$ cat config.mk
export PLATFORM = sky130hd
export DESIGN_NAME = jtag_host_flat
export DESIGN_NICKNAME = d
export VERILOG_FILES = /design/src/rtl/jtag_host_pkg.sv /design/src/rtl/jtag_host_if.sv /design/src/rtl/jtag_host_tckgen.sv /design/src/rtl/jtag_host.sv /design/src/flat_wrapper.sv
export SDC_FILE = /design/constraint.sdc
export NUM_CORES = 1
export LEC_CHECK = 0
export CORE_MARGIN = 2
export CORE_UTILIZATION = 55
export DETAILED_ROUTE_END_ITERATION = 7
export PLACE_DENSITY = 0.82
export SKIP_LAST_GASP = 1
export SYNTH_ARGS = -nofsm -noshare
export SYNTH_HDL_FRONTEND = slang
export SYNTH_SLANG_ARGS = --single-unit
$ cat constraint.sdc
create_clock -name jhost_clk -period 4.2 [get_ports jhost_clk]
set_clock_uncertainty 0.2 [all_clocks]
set_input_delay 1.26 -clock jhost_clk [delete_from_list [all_inputs] [get_ports jhost_clk]]
set_output_delay 1.26 -clock jhost_clk [all_outputs]
set_load 0.005 [all_outputs]
$ cat src/rtl/jtag_host_pkg.sv
// jhost_pkg: shared opcodes, FSM states and TMS walk tables for the JTAG host.
package jhost_pkg;

    typedef enum logic [1:0] {
        OP_TAP_RESET = 2'b00,
        OP_SHIFT_IR  = 2'b01,
        OP_SHIFT_DR  = 2'b10,
        OP_RSVD      = 2'b11
    } jhost_op_e;

    typedef enum logic [2:0] {
        ST_IDLE,
        ST_PRE,
        ST_SHIFT,
        ST_POST,
        ST_DONE
    } jhost_state_e;

    // Prefix walks from Run-Test/Idle (or any state, for reset), LSB is sent first.
    localparam int         PRE_LEN_DR    = 3;
    localparam int         PRE_LEN_IR    = 4;
    localparam int         PRE_LEN_RESET = 6;
    localparam logic [2:0] PRE_TMS_DR    = 3'b001;
    localparam logic [3:0] PRE_TMS_IR    = 4'b0011;
    localparam logic [5:0] PRE_TMS_RESET = 6'b011111;

    // Exit1 -> Update -> Run-Test/Idle takes two TCKs after the last shift bit.
    localparam int         POST_LEN      = 2;

    function automatic logic [2:0] pre_last(input jhost_op_e op);
        case (op)
            OP_SHIFT_DR: return 3'(PRE_LEN_DR - 1);
            OP_SHIFT_IR: return 3'(PRE_LEN_IR - 1);
            default:     return 3'(PRE_LEN_RESET - 1);
        endcase
    endfunction

    function automatic logic pre_tms(input jhost_op_e op, input logic [2:0] idx);
        logic [7:0] pat;
        case (op)
            OP_SHIFT_DR: pat = {5'b00000, PRE_TMS_DR};
            OP_SHIFT_IR: pat = {4'b0000, PRE_TMS_IR};
            default:     pat = {2'b00, PRE_TMS_RESET};
        endcase
        return pat[idx];
    endfunction

endpackage

$ cat src/rtl/jtag_host_if.sv
// jtag_host_if: command/response handshake plus the four JTAG pins of the host.
interface jtag_host_if #(
    parameter int MAX_LEN = 16,
    parameter int LEN_W   = $clog2(MAX_LEN + 1)
);
    logic               jhost_cmdValid_i;
    logic               jhost_cmdReady_o;
    logic [1:0]         jhost_cmdOp_i;
    logic [LEN_W-1:0]   jhost_cmdLen_i;
    logic [MAX_LEN-1:0] jhost_cmdData_i;
    logic               jhost_rspValid_o;
    logic [MAX_LEN-1:0] jhost_rspData_o;
    logic               jhost_busy_o;
    logic               jhost_tck_o;
    logic               jhost_tms_o;
    logic               jhost_tdi_o;
    logic               jhost_tdo_i;

    modport slave (
        input  jhost_cmdValid_i, jhost_cmdOp_i, jhost_cmdLen_i, jhost_cmdData_i, jhost_tdo_i,
        output jhost_cmdReady_o, jhost_rspValid_o, jhost_rspData_o, jhost_busy_o,
               jhost_tck_o, jhost_tms_o, jhost_tdi_o
    );

    modport master (
        output jhost_cmdValid_i, jhost_cmdOp_i, jhost_cmdLen_i, jhost_cmdData_i, jhost_tdo_i,
        input  jhost_cmdReady_o, jhost_rspValid_o, jhost_rspData_o, jhost_busy_o,
               jhost_tck_o, jhost_tms_o, jhost_tdi_o
    );
endinterface

$ cat src/rtl/jtag_host_tckgen.sv
// jhost_tckgen: divides clk into TCK (low phase first) and flags the edges that
// will raise and lower TCK so the FSM can sample TDO and advance TMS/TDI.
module jhost_tckgen #(
    parameter int CLK_DIV = 4
) (
    input  logic clk,
    input  logic rstn,
    input  logic en,
    output logic tck_o,
    output logic fall_strobe_o,
    output logic rise_strobe_o
);
    localparam int CNT_W = (CLK_DIV > 1) ? $clog2(CLK_DIV) : 1;

    logic [CNT_W-1:0] cnt_q, cnt_d;
    logic             tck_q, tck_d;
    logic             phase_end;

    // Count out each half period; disabling parks TCK low with the counter cleared.
    always_comb begin
        phase_end = en && (cnt_q == CNT_W'(CLK_DIV - 1));
        cnt_d     = '0;
        tck_d     = 1'b0;
        if (en) begin
            if (phase_end) begin
                cnt_d = '0;
                tck_d = ~tck_q;
            end else begin
                cnt_d = cnt_q + CNT_W'(1);
                tck_d = tck_q;
            end
        end
    end

    // Divider state register.
    always_ff @(posedge clk) begin
        if (!rstn) begin
            cnt_q <= '0;
            tck_q <= 1'b0;
        end else begin
            cnt_q <= cnt_d;
            tck_q <= tck_d;
        end
    end

    assign tck_o         = tck_q;
    assign rise_strobe_o = phase_end && !tck_q;
    assign fall_strobe_o = phase_end && tck_q;

endmodule

$ cat src/rtl/jtag_host.sv
// jtag_host: JTAG initiator. Takes TAP_RESET/SHIFT_IR/SHIFT_DR commands, walks the
// TAP from Run-Test/Idle through the shift and back, and returns captured TDO bits.
module jtag_host
    import jhost_pkg::*;
#(
    parameter int CLK_DIV = 4,
    parameter int MAX_LEN = 16,
    parameter int LEN_W   = $clog2(MAX_LEN + 1)
) (
    input logic        jhost_clk,
    input logic        jhost_rstn,
    jtag_host_if.slave bus
);
    localparam int IDX_W = (LEN_W > 3) ? LEN_W : 3;
    localparam int SEL_W = $clog2(MAX_LEN);

    jhost_state_e       state_q, state_d;
    jhost_op_e          op_q, op_d;
    logic [LEN_W-1:0]   last_q, last_d;
    logic [MAX_LEN-1:0] data_q, data_d;
    logic [MAX_LEN-1:0] cap_q, cap_d;
    logic [MAX_LEN-1:0] rsp_data_q, rsp_data_d;
    logic [IDX_W-1:0]   idx_q, idx_d;
    logic               tms_q, tms_d;
    logic               tdi_q, tdi_d;
    logic               ready_q;
    logic               tck, fall_stb, rise_stb, tck_en, cmd_ready, accept;

    function automatic logic [LEN_W-1:0] eff_last(input logic [LEN_W-1:0] len);
        if (len == '0)                   return '0;
        else if (len > LEN_W'(MAX_LEN))  return LEN_W'(MAX_LEN - 1);
        else                             return len - LEN_W'(1);
    endfunction

    assign tck_en    = (state_q == ST_PRE) || (state_q == ST_SHIFT) || (state_q == ST_POST);
    assign cmd_ready = ready_q && ((state_q == ST_IDLE) || (state_q == ST_DONE));
    assign accept    = cmd_ready && bus.jhost_cmdValid_i;

    jhost_tckgen #(.CLK_DIV(CLK_DIV)) u_tckgen (
        .clk           (jhost_clk),
        .rstn          (jhost_rstn),
        .en            (tck_en),
        .tck_o         (tck),
        .fall_strobe_o (fall_stb),
        .rise_strobe_o (rise_stb)
    );

    // Walk the phases one TCK at a time, capture TDO on rising TCK, and line up
    // TMS/TDI for the next period whenever a new low phase is about to start.
    always_comb begin
        state_d    = state_q;
        op_d       = op_q;
        last_d     = last_q;
        data_d     = data_q;
        cap_d      = cap_q;
        rsp_data_d = rsp_data_q;
        idx_d      = idx_q;
        tms_d      = tms_q;
        tdi_d      = tdi_q;

        case (state_q)
            ST_PRE: begin
                if (fall_stb) begin
                    if (idx_q == IDX_W'(pre_last(op_q))) begin
                        state_d = (op_q == OP_TAP_RESET) ? ST_DONE : ST_SHIFT;
                        idx_d   = '0;
                    end else begin
                        idx_d = idx_q + IDX_W'(1);
                    end
                end
            end
            ST_SHIFT: begin
                if (rise_stb) begin
                    cap_d[idx_q[SEL_W-1:0]] = bus.jhost_tdo_i;
                end
                if (fall_stb) begin
                    if (idx_q == IDX_W'(last_q)) begin
                        state_d = ST_POST;
                        idx_d   = '0;
                    end else begin
                        idx_d = idx_q + IDX_W'(1);
                    end
                end
            end
            ST_POST: begin
                if (fall_stb) begin
                    if (idx_q == IDX_W'(POST_LEN - 1)) begin
                        state_d = ST_DONE;
                    end else begin
                        idx_d = idx_q + IDX_W'(1);
                    end
                end
            end
            ST_DONE: state_d = ST_IDLE;
            default: state_d = ST_IDLE;
        endcase

        if (accept) begin
            op_d    = jhost_op_e'(bus.jhost_cmdOp_i);
            last_d  = eff_last(bus.jhost_cmdLen_i);
            data_d  = bus.jhost_cmdData_i;
            cap_d   = '0;
            idx_d   = '0;
            state_d = (jhost_op_e'(bus.jhost_cmdOp_i) == OP_RSVD) ? ST_DONE : ST_PRE;
        end

        if (state_d == ST_DONE) begin
            rsp_data_d = cap_d;
        end

        if (accept || fall_stb) begin
            case (state_d)
                ST_PRE: begin
                    tms_d = pre_tms(op_d, idx_d[2:0]);
                    tdi_d = 1'b0;
                end
                ST_SHIFT: begin
                    tms_d = (idx_d == IDX_W'(last_d));
                    tdi_d = data_d[idx_d[SEL_W-1:0]];
                end
                ST_POST: begin
                    tms_d = (idx_d == '0);
                    tdi_d = 1'b0;
                end
                default: begin
                    tms_d = 1'b0;
                    tdi_d = 1'b0;
                end
            endcase
        end
    end

    // Command and pin state; reset parks the TAP pins with TMS high.
    always_ff @(posedge jhost_clk) begin
        if (!jhost_rstn) begin
            state_q    <= ST_IDLE;
            op_q       <= OP_TAP_RESET;
            last_q     <= '0;
            data_q     <= '0;
            cap_q      <= '0;
            rsp_data_q <= '0;
            idx_q      <= '0;
            tms_q      <= 1'b1;
            tdi_q      <= 1'b0;
            ready_q    <= 1'b0;
        end else begin
            state_q    <= state_d;
            op_q       <= op_d;
            last_q     <= last_d;
            data_q     <= data_d;
            cap_q      <= cap_d;
            rsp_data_q <= rsp_data_d;
            idx_q      <= idx_d;
            tms_q      <= tms_d;
            tdi_q      <= tdi_d;
            ready_q    <= 1'b1;
        end
    end

    assign bus.jhost_cmdReady_o = cmd_ready;
    assign bus.jhost_busy_o     = tck_en;
    assign bus.jhost_rspValid_o = (state_q == ST_DONE);
    assign bus.jhost_rspData_o  = rsp_data_q;
    assign bus.jhost_tck_o      = tck;
    assign bus.jhost_tms_o      = tms_q;
    assign bus.jhost_tdi_o      = tdi_q;

endmodule
$ cat src/flat_wrapper.sv
// flat-port wrapper written by rule: the top's interface ports become plain ports
module jtag_host_flat import jhost_pkg::*;
#(
    parameter int CLK_DIV = 4,
    parameter int MAX_LEN = 16,
    parameter int LEN_W   = $clog2(MAX_LEN + 1)
)
  (jhost_clk, jhost_rstn, bus_jhost_cmdValid_i, bus_jhost_cmdOp_i, bus_jhost_cmdLen_i, bus_jhost_cmdData_i, bus_jhost_tdo_i, bus_jhost_cmdReady_o, bus_jhost_rspValid_o, bus_jhost_rspData_o, bus_jhost_busy_o, bus_jhost_tck_o, bus_jhost_tms_o, bus_jhost_tdi_o);
  jtag_host_if #(.MAX_LEN(MAX_LEN), .LEN_W(LEN_W)) bus_i ();
  input logic jhost_clk;
  input logic jhost_rstn;
  input wire logic [$bits(bus_i.jhost_cmdValid_i)-1:0] bus_jhost_cmdValid_i;
  input wire logic [$bits(bus_i.jhost_cmdOp_i)-1:0] bus_jhost_cmdOp_i;
  input wire logic [$bits(bus_i.jhost_cmdLen_i)-1:0] bus_jhost_cmdLen_i;
  input wire logic [$bits(bus_i.jhost_cmdData_i)-1:0] bus_jhost_cmdData_i;
  input wire logic [$bits(bus_i.jhost_tdo_i)-1:0] bus_jhost_tdo_i;
  output wire logic [$bits(bus_i.jhost_cmdReady_o)-1:0] bus_jhost_cmdReady_o;
  output wire logic [$bits(bus_i.jhost_rspValid_o)-1:0] bus_jhost_rspValid_o;
  output wire logic [$bits(bus_i.jhost_rspData_o)-1:0] bus_jhost_rspData_o;
  output wire logic [$bits(bus_i.jhost_busy_o)-1:0] bus_jhost_busy_o;
  output wire logic [$bits(bus_i.jhost_tck_o)-1:0] bus_jhost_tck_o;
  output wire logic [$bits(bus_i.jhost_tms_o)-1:0] bus_jhost_tms_o;
  output wire logic [$bits(bus_i.jhost_tdi_o)-1:0] bus_jhost_tdi_o;
  assign bus_i.jhost_cmdValid_i = bus_jhost_cmdValid_i;
  assign bus_i.jhost_cmdOp_i = bus_jhost_cmdOp_i;
  assign bus_i.jhost_cmdLen_i = bus_jhost_cmdLen_i;
  assign bus_i.jhost_cmdData_i = bus_jhost_cmdData_i;
  assign bus_i.jhost_tdo_i = bus_jhost_tdo_i;
  assign bus_jhost_cmdReady_o = bus_i.jhost_cmdReady_o;
  assign bus_jhost_rspValid_o = bus_i.jhost_rspValid_o;
  assign bus_jhost_rspData_o = bus_i.jhost_rspData_o;
  assign bus_jhost_busy_o = bus_i.jhost_busy_o;
  assign bus_jhost_tck_o = bus_i.jhost_tck_o;
  assign bus_jhost_tms_o = bus_i.jhost_tms_o;
  assign bus_jhost_tdi_o = bus_i.jhost_tdi_o;
  jtag_host #(.CLK_DIV(CLK_DIV), .MAX_LEN(MAX_LEN), .LEN_W(LEN_W)) u_core (.jhost_clk(jhost_clk), .jhost_rstn(jhost_rstn), .bus(bus_i));
endmodule
# Word level (Yosys, flattened, before mapping)
# Index checks and enable logic that the tools add are counted.
[word_totals] rom_bits=0 latch_bits=0 mem_bits_rw=0 out_inout_bits=22 inputBits=27 mem_count=0 word_cells=100 regBits=69
[op_classes] n_reduce_logical=17 shift=0 bitwise=3 n_eq_ne=18 n_lt_le_gt_ge=5 add_sub_neg=3 multipliers=0 div_mod_pow=0 mux=42
[ops] op="$mux 16" count=4
[ops] op="$mux 5" count=10
[ops] op="$mux 3" count=11
[ops] op="$bwmux 16" count=1
[ops] op="$mux 8" count=2
[ops] op="$pmux 5 s3" count=1
[ops] op="$eq 3x2->1 const B" count=4
[ops] op="$eq 5x5->1" count=2
[ops] op="$logic_not 5->1" count=2
[ops] op="$lt 4x5->1 const B" count=2
[ops] op="$pmux 5 s2" count=1
[ops] op="$pmux 3 s3" count=1
[ops] op="$eq 2x2->1 const B" count=4
[ops] op="$eq 3x1->1 const B" count=2
[ops] op="$eq 3x3->1 const B" count=2
[ops] op="$logic_and 1x1->1" count=6
[ops] op="$pmux 3 s2" count=1
[ops] op="$add 5x1->5 const B" count=1
[ops] op="$eq 5x1->1 const B" count=1
[ops] op="$eq 5x3->1" count=1
[ops] op="$gt 5x5->1 const B" count=1
[ops] op="$mux 1" count=5
[ops] op="$sub 5x1->5 const B" count=1
[ops] op="$bmux 1 s4" count=1
[ops] op="other kinds (15)" count=21

# Depth between registers and ports, before layout
# Gate-level depths: netlist of run 1.
[logic_depth] ltp_word=18 mapped_depth=13

# Hierarchy
# A second synthesis of run 1 with hierarchy kept.
[hier_totals] hier_cells=452 area_unflattened_um2=3728.6
[modules_own_cells] module="jtag_host" cells_each=440 instances=1 area_each_um2=3612.2 seq_area_each_um2=1321.3
[modules_own_cells] module="jhost_tckgen" cells_each=12 instances=1 area_each_um2=116.4 seq_area_each_um2=60.1

# Worst setup path after synthesis of run 1
# Ideal clock, no wire load.
[synth_timing] path_type="input-to-reg" startpoint="input bus_jhost_cmdLen_i[0]" endpoint="register u_core.tms_q, in the netlist u_core.bus.jhost_tms_o" n_path_buf=0 arrival_time_ns=2.919 required_ns=3.874 slack_ns=0.955 path_stages=9 cell_sequence="inv_1 ha_1 or3b_2 maj3_1 mux2i_1 xnor2_1 nor3_1 o2111ai_1 nand3_1"
[synth_between] elab_chain_len=6 elab_cells_between_ends=8 classes_between="1 x add/sub; 1 x order compare; 1 x eq/ne; 4 x mux; 1 x reduce/logical"
[synth_rtl] item="start, declared" line="flat_wrapper.sv:14" rtl="input wire logic [$bits(bus_i.jhost_cmdLen_i)-1:0] bus_jhost_cmdLen_i;"
[synth_rtl] item="$sub 5x1->5 or $gt 5x5->1 (tied branches)" line="jtag_host.sv:32, jtag_host.sv:31"
[synth_rtl] item="$mux 5" line="jtag_host.sv:31" rtl="else if (len > LEN_W'(MAX_LEN)) return LEN_W'(MAX_LEN - 1);"
[synth_rtl] item="$mux 5 (*)" line="jtag_host.sv:30" rtl="if (len == '0) return '0;"
[synth_rtl] item="$mux 5 (*)" line="jtag_host.sv:98" rtl="if (accept) begin"
[synth_rtl] item="$eq 5x5->1 (*)" line="jtag_host.sv:118" rtl="tms_d = (idx_d == IDX_W'(last_d));"
[synth_rtl] item="$pmux 1 s3 (*)" line="jtag_host.sv:112" rtl="case (state_d)"
[synth_rtl] item="end signal, assigned" line="jtag_host.sv:154" rtl="tms_q <= tms_d;"
[synth_rtl] item="end, declared" line="jtag_host.sv:24" rtl="logic tms_q, tms_d;"
# Mark *: on every way between the ends. The rest lies on a longest branch, timed or not.
# A chain may end at the register's enable or synchronous reset.

# Worst setup path after layout of run 1
[layout_timing] startpoint="register u_core.idx_q[0]" endpoint="register u_core.tdi_q, in the netlist u_core.bus.jhost_tdi_o"
[layout_between] elab_chain_len=8 elab_cells_between_ends=24 classes_between="1 x add/sub; 4 x eq/ne; 19 x mux"
[layout_rtl] item="start, declared" line="jtag_host.sv:23" rtl="logic [IDX_W-1:0] idx_q, idx_d;"
[layout_rtl] item="start signal, assigned" line="jtag_host.sv:153" rtl="idx_q <= idx_d;"
[layout_rtl] item="$add 5x1->5 (tied with other cells)" line="jtag_host.sv:68, jtag_host.sv:81, jtag_host.sv:90"
[layout_rtl] item="$mux 5, on equally long branches" line="jtag_host.sv:87, jtag_host.sv:64, jtag_host.sv:77"
[layout_rtl] item="$mux 5, on equally long branches" line="jtag_host.sv:86, jtag_host.sv:63, jtag_host.sv:76"
[layout_rtl] item="$pmux 5 s3" line="jtag_host.sv:61" rtl="case (state_q)"
[layout_rtl] item="$mux 5" line="jtag_host.sv:98"
[layout_rtl] item="$bmux 1 s4" line="jtag_host.sv:119" rtl="tdi_d = data_d[idx_d[SEL_W-1:0]];"
[layout_rtl] item="$mux 1 (implied by the code)" line="jtag_host.sv:119"
[layout_rtl] item="$mux 1 (*)" line="jtag_host.sv:112"
[layout_rtl] item="end signal, assigned" line="jtag_host.sv:155" rtl="tdi_q <= tdi_d;"
[layout_rtl] item="end, declared" line="jtag_host.sv:25" rtl="logic tdi_q, tdi_d;"
# Mark *: on every way between the ends. The rest lies on a longest branch, timed or not. The select of a mux whose other input is x is not followed.

==> impl_results.md, run 1 <==
- Multi-input combinational cell area: around 0.0021 mm2
- Synth warn: 0
- Synth cell types: 62
- Reg clk slew, reported paths: 80 ps
- Flop2flop setup slack: around 440 ps
- Clock root buffer master: clkbuf_8
- Synthesized area: between 0.003 and 0.004 mm2
- Worst Hold Class: reg2reg
- Reg area: between 0.001 and 0.0015 mm2
- Crit path required time: roughly 4300 ps
- Initial DRT Pass Iterations: 5
- RSZ-0062 raised after global routing: no
- Initial DRC count: between 400 and 500
- Crit path DAT: 3820 ps
- PD cells: approximately 330 mW/mm2
- CP max FO: 11
- DR vias/cell: just over 6
- Final ANT Viol Nets: 0
- Least-Margin Pin Slew: roughly 1300 ps
- Residual DRC: 0
- Fin. max-slew vios: 0
- Sw Share: 0.2593
- DP HPWL: 6304 um
- Seq/Total Area, Yosys: 0.3707
- Hold_ws: between 200 and 250 ps
- Avg Cell Area, Syn: roughly 8 um2
- Commonest non-fill, non-tap cell in the layout: nor2_1
- Comb power frac: 0.098
- CTS Buf Count: 9
- Max cap viols: 0
- Filler Cell Count: between 500 and 600
- Die width: about 86 um
- Clock Path Buffers: 2
- Layout net count: ~530
- Die area: ~0.0074 mm2
- Final Hold Fails: 0
- Tot GR Track Use: 0.2563
- Vias: around 3500
- Hold EP: u_core.u_tckgen.cnt_q[0]
- First-pass GRT wire length: roughly 15000 um
- Post-CTS sizing: 0
- # hold bufs at CTS: 0
- Syn-to-layout area delta: 19.07%
- Maximum VDD drop: 300.8 uV
- Core area: around 0.0065 mm2
- Clock network power share: 0.436
- H-tree Lvls: 3
- Post-synth EDFFs: 0
- # rows: 29
- Cell Int Power: between 0.001 and 0.0015 W
- Slew HR: 0.1351
- Post-CTS Setup Bufs: 0
- CTS tree: done
- Global placer's final weighted congestion: about 0.94
- Worst R2R Path Depth: 8
- Layout cells sized above 1: 0.07056
- Antenna cells: 0
- Net Sw Power: approximately 0.00038 W
- #FFs+latches synth: between 60 and 70
- Starting Density: 0.5769
- Critical path type: reg2reg
- CTS sink count: slightly below 70
- Largest net degree at the start of global routing: just under 60
- Synthesized Nets: 490
- Setup TNS: 0 ps
- Min-delay src: u_core.u_tckgen.cnt_q[0]
- Reg2Reg Capture Point: u_core.bus.jhost_tdi_o
- Most frequent cells in the layout: 77 x nor2_1, 69 x dfxtp_1, 53 x nand2_1
- Fmax: ~270 MHz
- Total gr overflow: 0
- Vias in the first global route: approximately 3200
- Mapped Cells: between 400 and 500
- # IOs: approximately 50
- CP Capture Type: flip-flop
- Chip height: around 86 um
- Final setup violation count: 0
- Leak Pwr: between 1.5 and 2 nW
- Tcrit/Tclk final: 0.8952
- Final wirelength: 9209 um
- WL/cell: between 15 and 20 um
- IO Port Bufs: 48
- Minimum clock period: about 3800 ps
- Reg power frac: 0.466
- Critical Path Start Type: flip-flop
- Async set-reset flop share out of synthesis: 0
- Hold depth: 1
- Initial antenna violation count: 0
- Worst R2R Start: u_core.idx_q[0]
- Run status: complete, no violations
- Primary FF master, synth: dfxtp_1
- Clk Latency, worst-skew pair: around 360 ps
## kinds of logic after synthesis
| logic type | after synthesis | share of synthesized area |
|---|---|---|
| adders and majority gates | 10 | 0.03291 |
| buffers and inverters | 40 | 0.05339 |
| xor gates and xnor gates | 15 | 0.03526 |
| AOI/OAI and AO/OA | 76 | 0.1511 |
| and+or+nand+nor | 208 | 0.2596 |
| muxes | 36 | 0.09705 |
| DFF | 69 | 0.3707 |
## worst max path at each step
stage	start	to	slack, ps	depth (start not counted)
after floorplan	bus_jhost_cmdLen_i[0]	u_core.bus.jhost_tms_o	950	9
after global placement	bus_jhost_cmdLen_i[0]	u_core.bus.jhost_tms_o	440	10
after detailed placement	bus_jhost_cmdLen_i[0]	u_core.bus.jhost_tms_o	300	10
after CTS	u_core.idx_q[0]	u_core.bus.jhost_tdi_o	520	8
after global routing	u_core.idx_q[0]	u_core.bus.jhost_tdi_o	360	8
final	u_core.idx_q[0]	u_core.bus.jhost_tdi_o	440	8
## layout make-up
| cell class | instances | area share |
|---|---|---|
| timing repair buffer | 54 | 0.1213 |
| inverter | 12 | 0.01015 |
| clock inverter | 7 | 0.02369 |
| clock buffer | 9 | 0.02792 |
| sequential | 69 | 0.3113 |
| multi-input combinational | 345 | 0.4839 |
| tap | 77 | 0.02171 |
## cell usage after synthesis (3+ instances only)
master	instances	area [um2]
nand2_1	53	198.9
nand2b_1	4	25.02
buf_6	4	45.04
a21oi_1	26	130.1
mux2i_1	35	350.3
o211ai_1	3	22.52
o21ai_0	10	50.05
o2111ai_1	5	43.79
dfxtp_1	69	1381
buf_2	3	15.01
ha_1	9	112.6
nor2_1	77	289.0
inv_1	12	45.04
xor2_1	3	26.28
nor3b_1	5	37.54
o221ai_1	3	26.28
xnor2_1	12	105.1
and2_1	8	50.05
nand3_1	11	55.05
clkbuf_1	16	60.06
nor3_1	26	130.1
nand3b_1	4	30.03
or3_1	3	18.77
and3_1	5	31.28
buf_4	4	30.03
## worst max-delay path, cell delays in order (launching register included)
cell	delay, ps
dfxtp_1	630
ha_1	260
nor4b_2	520
o311ai_1	480
or3_1	620
a221o_1	390
a21oi_1	160
nor2_1	80
o41ai_2	320
## power groups by stage
stage	clock network, W	logic (W)	registers, W
floorplan	0	0.0000909	0.000688
global placement	0	0.000136	0.000692
detailed placement	0	0.000139	0.000692
CTS	0.000639	0.000141	0.000677
global route	0.000668	0.000156	0.000679
finish	0.000633	0.000142	0.000677
## state kept, by name, summed over array words and instances (netlist names), 2 cells and up
| name | count |
|---|---|
| u_core.bus.jhost_rspData_o | 16 |
| u_core.cap_q | 16 |
| u_core.data_q | 16 |
| u_core.idx_q | 5 |
| u_core.last_q | 5 |
| u_core.op_q | 2 |
| u_core.state_q | 3 |
| u_core.u_tckgen.cnt_q | 2 |
## per-stage QoR
| stage | setup WS, ps | util | std cells | area, um2 | total power [W] |
|---|---|---|---|---|---|
| detailed placement | 298.8 | 0.6515 | 557 | 4208 | 0.0008317 |
| finish | 440.2 | 0.6869 | 573 | 4437 | 0.001452 |
| floorplan | 954.9 | - | 454 | 3726 | 0.0007786 |
| global route | 363.5 | 0.6869 | 573 | 4437 | 0.001503 |
| CTS | 521.6 | 0.6869 | 573 | 4437 | 0.001456 |
| global placement | 435.3 | 0.6515 | 557 | 4208 | 0.0008280 |
## routing by layer
layer,vias up,global-route usage,wire (um)
li1,1673,-,-
met1,1599,0.3337,3938
met2,185,0.4038,4265
met3,22,0.05905,783
met4,0,0.1207,221
met5,-,0,0
No activity file was read; power rests on OpenSTA's default activity.
==> run 2, diff against run 1 <==
--- a/config.mk
+++ b/config.mk
@@ -6,9 +6,9 @@
 export NUM_CORES = 1
 export LEC_CHECK = 0
 export CORE_MARGIN = 2
-export CORE_UTILIZATION = 55
+export CORE_UTILIZATION = 60
 export DETAILED_ROUTE_END_ITERATION = 7
-export PLACE_DENSITY = 0.82
+export PLACE_DENSITY = 0.88
 export SKIP_LAST_GASP = 1
 export SYNTH_ARGS = -nofsm -noshare
 export SYNTH_HDL_FRONTEND = slang
==> constraint.sdc (replaced) <==
create_clock -name jhost_clk -period 4.7 [get_ports jhost_clk]
set_clock_uncertainty 0.2 [all_clocks]
set_input_delay 1.41 -clock jhost_clk [delete_from_list [all_inputs] [get_ports jhost_clk]]
set_output_delay 1.41 -clock jhost_clk [all_outputs]
set_load 0.005 [all_outputs]
==> run 2 against run 1 <==
Worst setup slack gained 450 ps. First-iteration DRC count shrank 21%. Global-route usage grew 2.3 points. Die area shrank 8.0%. Power shrank 14%.
==> impl_results.md, run 2 (synthesis gave the netlist of run 1 again) <==
- CTS Buf Count: 9
- Hold depth: 1
- Worst R2R Start: u_core.idx_q[0]
- Initial DRC count: 350
- Reg2Reg Capture Point: u_core.bus.jhost_tdi_o
- Tcrit/Tclk final: 0.8097
- Worst-path cell chain: clkdlybuf4s50_1 -> inv_1 -> ha_1 -> or3b_2 -> maj3_1 -> mux2i_1 -> xnor2_1 -> nor3_1 -> o2111ai_1 -> nand3_1
- Maximum VDD drop: around 200 uV
- H-tree Lvls: 3
- Syn-to-layout area delta: 18.00%
- Post-CTS Setup Bufs: 0
- Core area: around 0.0060 mm2
- Net Sw Power: ~0.00034 W
- Final Hold Fails: 0
- Clk Latency, worst-skew pair: around 360 ps
- DP HPWL: 6408 um
- Final wirelength: ~9500 um
- Initial antenna violation count: 0
- PnR worst setup slack: approximately 900 ps
- First-pass GRT wire length: around 16000 um
- CP max FO: 4
- # hold bufs at CTS: 0
- M1 WL: roughly 4300 um
- Post-Layout Cell Count: roughly 570
- Critical path type: in2reg
- Crit path max-delay family: simple AND/OR/NAND/NOR gates
- Total power: approximately 0.0012 W
- Post-CTS sizing: 0
- Least-Margin Pin Slew: between 1000 and 1500 ps
- DR vias/cell: roughly 6.0
- Worst Path Buf+Inv: 2
- Vias in the first global route: between 3000 and 4000
- Layout net count: around 530
- Global placer's final weighted congestion: 0.9313
- Antenna cells: 0
- Flop2flop setup slack: ~1000 ps
- Hold_ws: 230.6 ps
- Slew HR: 0.2312
- Crit path required time: between 4000 and 5000 ps
- Clock root buffer master: clkbuf_8
- Final setup violation count: 0
- Die width: 82.81 um
- Filler Cell Count: 484
- CTS tree: done
- Crit path largest cell delay: roughly 500 ps
- Minimum clock period: about 3800 ps
- Clock network power share: 0.410
- Setup TNS: 0 ps
- Run status: complete, no violations
- CTS sink count: 69
- Leak Pwr: 1.561 nW
- Vias: roughly 3400
- Detail Route met3 WL: just over 600 um
- Commonest non-fill, non-tap cell in the layout: nor2_1
- Initial DRT Pass Iterations: 5
- WL/cell: ~17 um
- DR top layer: met4
- Reg power frac: 0.487
- Tot GR Track Use: 0.2796
- CP Capture Type: flip-flop
- Layout cells sized above 1: 0.07056
- Min-delay src: u_core.u_tckgen.cnt_q[0]
- Largest net degree at the start of global routing: 34
- PD cells: 282.6 mW/mm2
- # IOs: 49
- Slowest stage cell, crit path: or3b_2
- Fin. max-slew vios: 0
- Pre-CTS WS: roughly 600 ps
- Chip height: just over 80 um
- Cell Int Power: around 0.00090 W
- Worst R2R Path Depth: 8
- Reg clk slew, reported paths: roughly 80 ps
- Crit path DAT: slightly below 4000 ps
- Comb power frac: 0.103
- Total gr overflow: 0
- Final ANT Viol Nets: 0
- IO Port Bufs: between 40 and 50
- Critical Path Start Type: input port
- Hold EP: u_core.u_tckgen.cnt_q[0]
- Die area: between 0.006 and 0.007 mm2
- Met2 Wirelength: roughly 4400 um
- Worst Hold Class: reg2reg
- # rows: 28
- RSZ-0062 raised after global routing: no
- Fmax: 262.8 MHz
- Placed insts: 555
- Most frequent cells in the layout: 77 x nor2_1, 69 x dfxtp_1, 53 x nand2_1
- Clock Path Buffers: 2
- Max cap viols: 0
- Starting Density: 0.6256
- Sw Share: 0.2726
- Residual DRC: 0
==> run 2: worst reg2reg max path, cell delays in order, from the launching register on <==
cell and delay [ps]:
dfxtp_1 660, ha_1 260, nor4b_2 550, o311ai_1 450, or3_1 610, a221o_1 390
a21oi_1 140, nor2_1 70, o41ai_2 310
==> run 2: metrics by stage <==
| step | utilization | instance area (um2) |
|---|---|---|
| final | 0.7382 | 4397 |
| after global routing | 0.7382 | 4397 |
| after CTS | 0.7382 | 4397 |
| after detailed placement | 0.7040 | 4193 |
| after global placement | 0.7040 | 4193 |
| after floorplan | - | 3726 |
==> run 2: how the worst max path moves through the flow <==
stage	cells after the start	from	slack [ps]	to
2_1_floorplan	9	bus_jhost_cmdLen_i[0]	1300	u_core.bus.jhost_tms_o
3_3_place_gp	10	bus_jhost_cmdLen_i[0]	760	u_core.bus.jhost_tms_o
3_5_place_dp	10	bus_jhost_cmdLen_i[0]	600	u_core.bus.jhost_tms_o
4_1_cts	10	bus_jhost_cmdLen_i[0]	940	u_core.bus.jhost_tms_o
5_1_grt	10	bus_jhost_cmdLen_i[0]	720	u_core.bus.jhost_tms_o
6_report	10	bus_jhost_cmdLen_i[0]	890	u_core.bus.jhost_tms_o
==> run 2: area by class of cell <==
class                   count  area, um2  share of cell area
multi-input cells         345       2147              0.4883
flip-flops and latches     69       1381              0.3142
repair buffers             54      525.5              0.1195
clock buffers               9      123.9             0.02817
well taps                  75      93.84             0.02134
clock inverters             7      80.08             0.01821
inverters                  12      45.04             0.01024
==> run 2: power groups by stage <==
stage	clock network [W]	logic [W]	registers, W
after global placement	0	0.000122	0.000618
final	0.000510	0.000128	0.000605
after CTS	0.000512	0.000126	0.000605
after detailed placement	0	0.000125	0.000619
after global routing	0.000534	0.000140	0.000607
after floorplan	0	0.0000812	0.000615
==> run 2: routing by layer <==
metal,global-route usage,up-vias
li1,-,1671
met1,0.3846,1615
met2,0.4472,130
met3,0.05070,14
met4,0.08942,0
met5,0,-
==> run 3, diff against run 2 <==
--- a/config.mk
+++ b/config.mk
@@ -6,9 +6,9 @@
 export NUM_CORES = 1
 export LEC_CHECK = 0
 export CORE_MARGIN = 2
-export CORE_UTILIZATION = 60
+export CORE_UTILIZATION = 55
 export DETAILED_ROUTE_END_ITERATION = 7
-export PLACE_DENSITY = 0.88
+export PLACE_DENSITY = 0.82
 export SKIP_LAST_GASP = 1
 export SYNTH_ARGS = -nofsm -noshare
 export SYNTH_HDL_FRONTEND = slang
==> constraint.sdc (replaced) <==
create_clock -name jhost_clk -period 3.7 [get_ports jhost_clk]
set_clock_uncertainty 0.2 [all_clocks]
set_input_delay 1.11 -clock jhost_clk [delete_from_list [all_inputs] [get_ports jhost_clk]]
set_output_delay 1.11 -clock jhost_clk [all_outputs]
set_load 0.005 [all_outputs]
==> run 3 against run 2 <==
Power rose by 25%. Utilization fell by 4.1 points. Clock power rose by 21%. Register-to-register slack got worse by 750 ps. Routed wire length fell by 2.3%. Via count barely moved. Worst hold slack got worse by 2.5 ps. First-iteration DRC count fell by 17%. Global-route usage fell by 1.8 points. Non-clock buffer count rose by 13. Combinational power rose by 30%. Critical endpoint is now u_core.bus.jhost_tdi_o. Largest cell class unchanged. Highest routed layer unchanged.
==> impl_results.md, run 3 (synthesis gave the netlist of run 1 again) <==
- Clock root buffer master: clkbuf_8
- Final wirelength: about 9000 um
- Critical path type: reg2reg
- DP HPWL: ~6600 um
- Final Hold Fails: 0
- Total power: about 0.0016 W
- Crit path largest cell delay: 520 ps
- Fmax: approximately 290 MHz
- Final instance area: 0.004503 mm2
- First-pass GRT wire length: roughly 16000 um
- Final setup violation count: 0
- IO Port Bufs: between 40 and 50
- Run status: complete, no violations
- Initial antenna violation count: 0
- Filler Cell Count: a little over 500
- Initial DRT Pass Iterations: 5
- Crit path DAT: between 3000 and 4000 ps
- Reg clk slew, reported paths: about 70 ps
- H-tree Lvls: 3
- PD cells: 344.6 mW/mm2
- Leak Pwr: about 1.6 nW
- CTS Buf Count: 9
- Slew HR: 0.5714
- Die area: 0.007449 mm2
- Most common cell on crit path: o221ai_1
- CP max FO: 7
- Syn-to-layout area delta: 20.85%
- Minimum clock period: ~3500 ps
- RSZ-0062 raised after global routing: no
- Chip height: around 86 um
- Post-CTS Setup Bufs: 0
- Initial DRC count: between 200 and 300
- Starting Density: 0.5769
- Core area: 0.006459 mm2
- Largest net degree at the start of global routing: 58
- Most frequent cells in the layout: 77 x nor2_1, 69 x dfxtp_1, 53 x nand2_1
- Die width: around 86 um
- # rows: 29
- Antenna cells: 0
- WL/cell: between 15 and 20 um
- Slowest stage cell, crit path: a2111o_1
- CTS sink count: 69
- # hold bufs at CTS: 0
- Fin. max-slew vios: 0
- Worst-path cell chain: inv_1 -> ha_1 -> or3b_4 -> a2111o_1 -> o2111ai_1 -> and3_1 -> o221ai_1 -> o221ai_1 -> mux2i_1 -> o41ai_2
- Worst Hold Class: reg2reg
- Tcrit/Tclk final: 0.9386
- Clk Latency, worst-skew pair: 350 ps
- Tot GR Track Use: 0.2618
- # IOs: a little under 50
- Clock Path Buffers: 2
- Layout net count: 540
- Maximum VDD drop: ~240 uV
- Layout cells sized above 1: 0.09430
- Crit path required time: 3740 ps
- Total gr overflow: 0
- Critical Path Start Type: flip-flop
- Post-DP Area: 0.004305 mm2
- Final ANT Viol Nets: 0
- Setup TNS: 0 ps
- Global placer's final weighted congestion: roughly 0.97
- Commonest non-fill, non-tap cell in the layout: nor2_1
- Hold_ws: 228.0 ps
- Vias in the first global route: between 3000 and 4000
- Vias: between 3000 and 4000
- DR vias/cell: 5.852
- Max cap viols: 0
- Residual DRC: 0
- Least-Margin Pin Slew: around 640 ps
- Post-CTS sizing: 0
- CTS tree: done
- CP Capture Type: flip-flop
run 3: cell types whose count changed in the layout (fill, tap and decap cells not counted), sizes merged:
cell / before / now
buf: 6 / 19
clkinv: 1 / 4
inv: 15 / 13
clkinvlp: 2 / 1
run 3: per-layer routing:
metal / track usage / wire length (um) / vias up
li1: - / - / 1688
met4: 0.1051 / 147 / 0
met5: 0 / 0 / -
met3: 0.05048 / 541 / 18
met2: 0.4116 / 4264 / 117
met1: 0.3556 / 4304 / 1606
run 3: stage by stage:
stage	worst slack, ps	util	std cells
floorplan	552.7	-	454
global placement	166.1	0.6666	570
detailed placement	29.89	0.6666	570
CTS	310.8	0.6972	586
global route	118.3	0.6972	586
finish	227.2	0.6972	586
run 3: final timing paths:
path / cells past startpoint / end / slack, ps / from
min: 1 / u_core.u_tckgen.cnt_q[0] / 230 / u_core.u_tckgen.cnt_q[0]
max: 10 / u_core.bus.jhost_tdi_o / 230 / u_core.op_q[1]
max reg2reg: 10 / u_core.bus.jhost_tdi_o / 230 / u_core.op_q[1]
min reg2reg: 1 / u_core.u_tckgen.cnt_q[0] / 230 / u_core.u_tckgen.cnt_q[0]
run 3: worst max-delay path: cells and delay by family, from the launching register on:
kind                       cells  cell delay, ps
muxes                          1             120
AOI/OAI and AO/OA              5            1510
adders and majority gates      1             290
and+or+nand+nor                2             840
DFF                            1             340
buffers and inverters          1              50
run 3: final cells by class:
cell class | instances | area (um2) | area share
multi-input combinational | 345 | 2147 | 0.4768
sequential | 69 | 1381 | 0.3068
timing repair buffer | 67 | 635.6 | 0.1412
clock buffer | 9 | 123.9 | 0.02751
tap | 77 | 96.34 | 0.02139
clock inverter | 7 | 73.82 | 0.01639
inverter | 12 | 45.04 | 0.01000
run 3: power breakdown:
group / leakage, nW / internal, W / switching [W]
clock network: 0.0996 / 0.000313 / 0.000302
registers: 0.559 / 0.000757 / 0.0000119
logic: 0.978 / 0.0000767 / 0.0000902
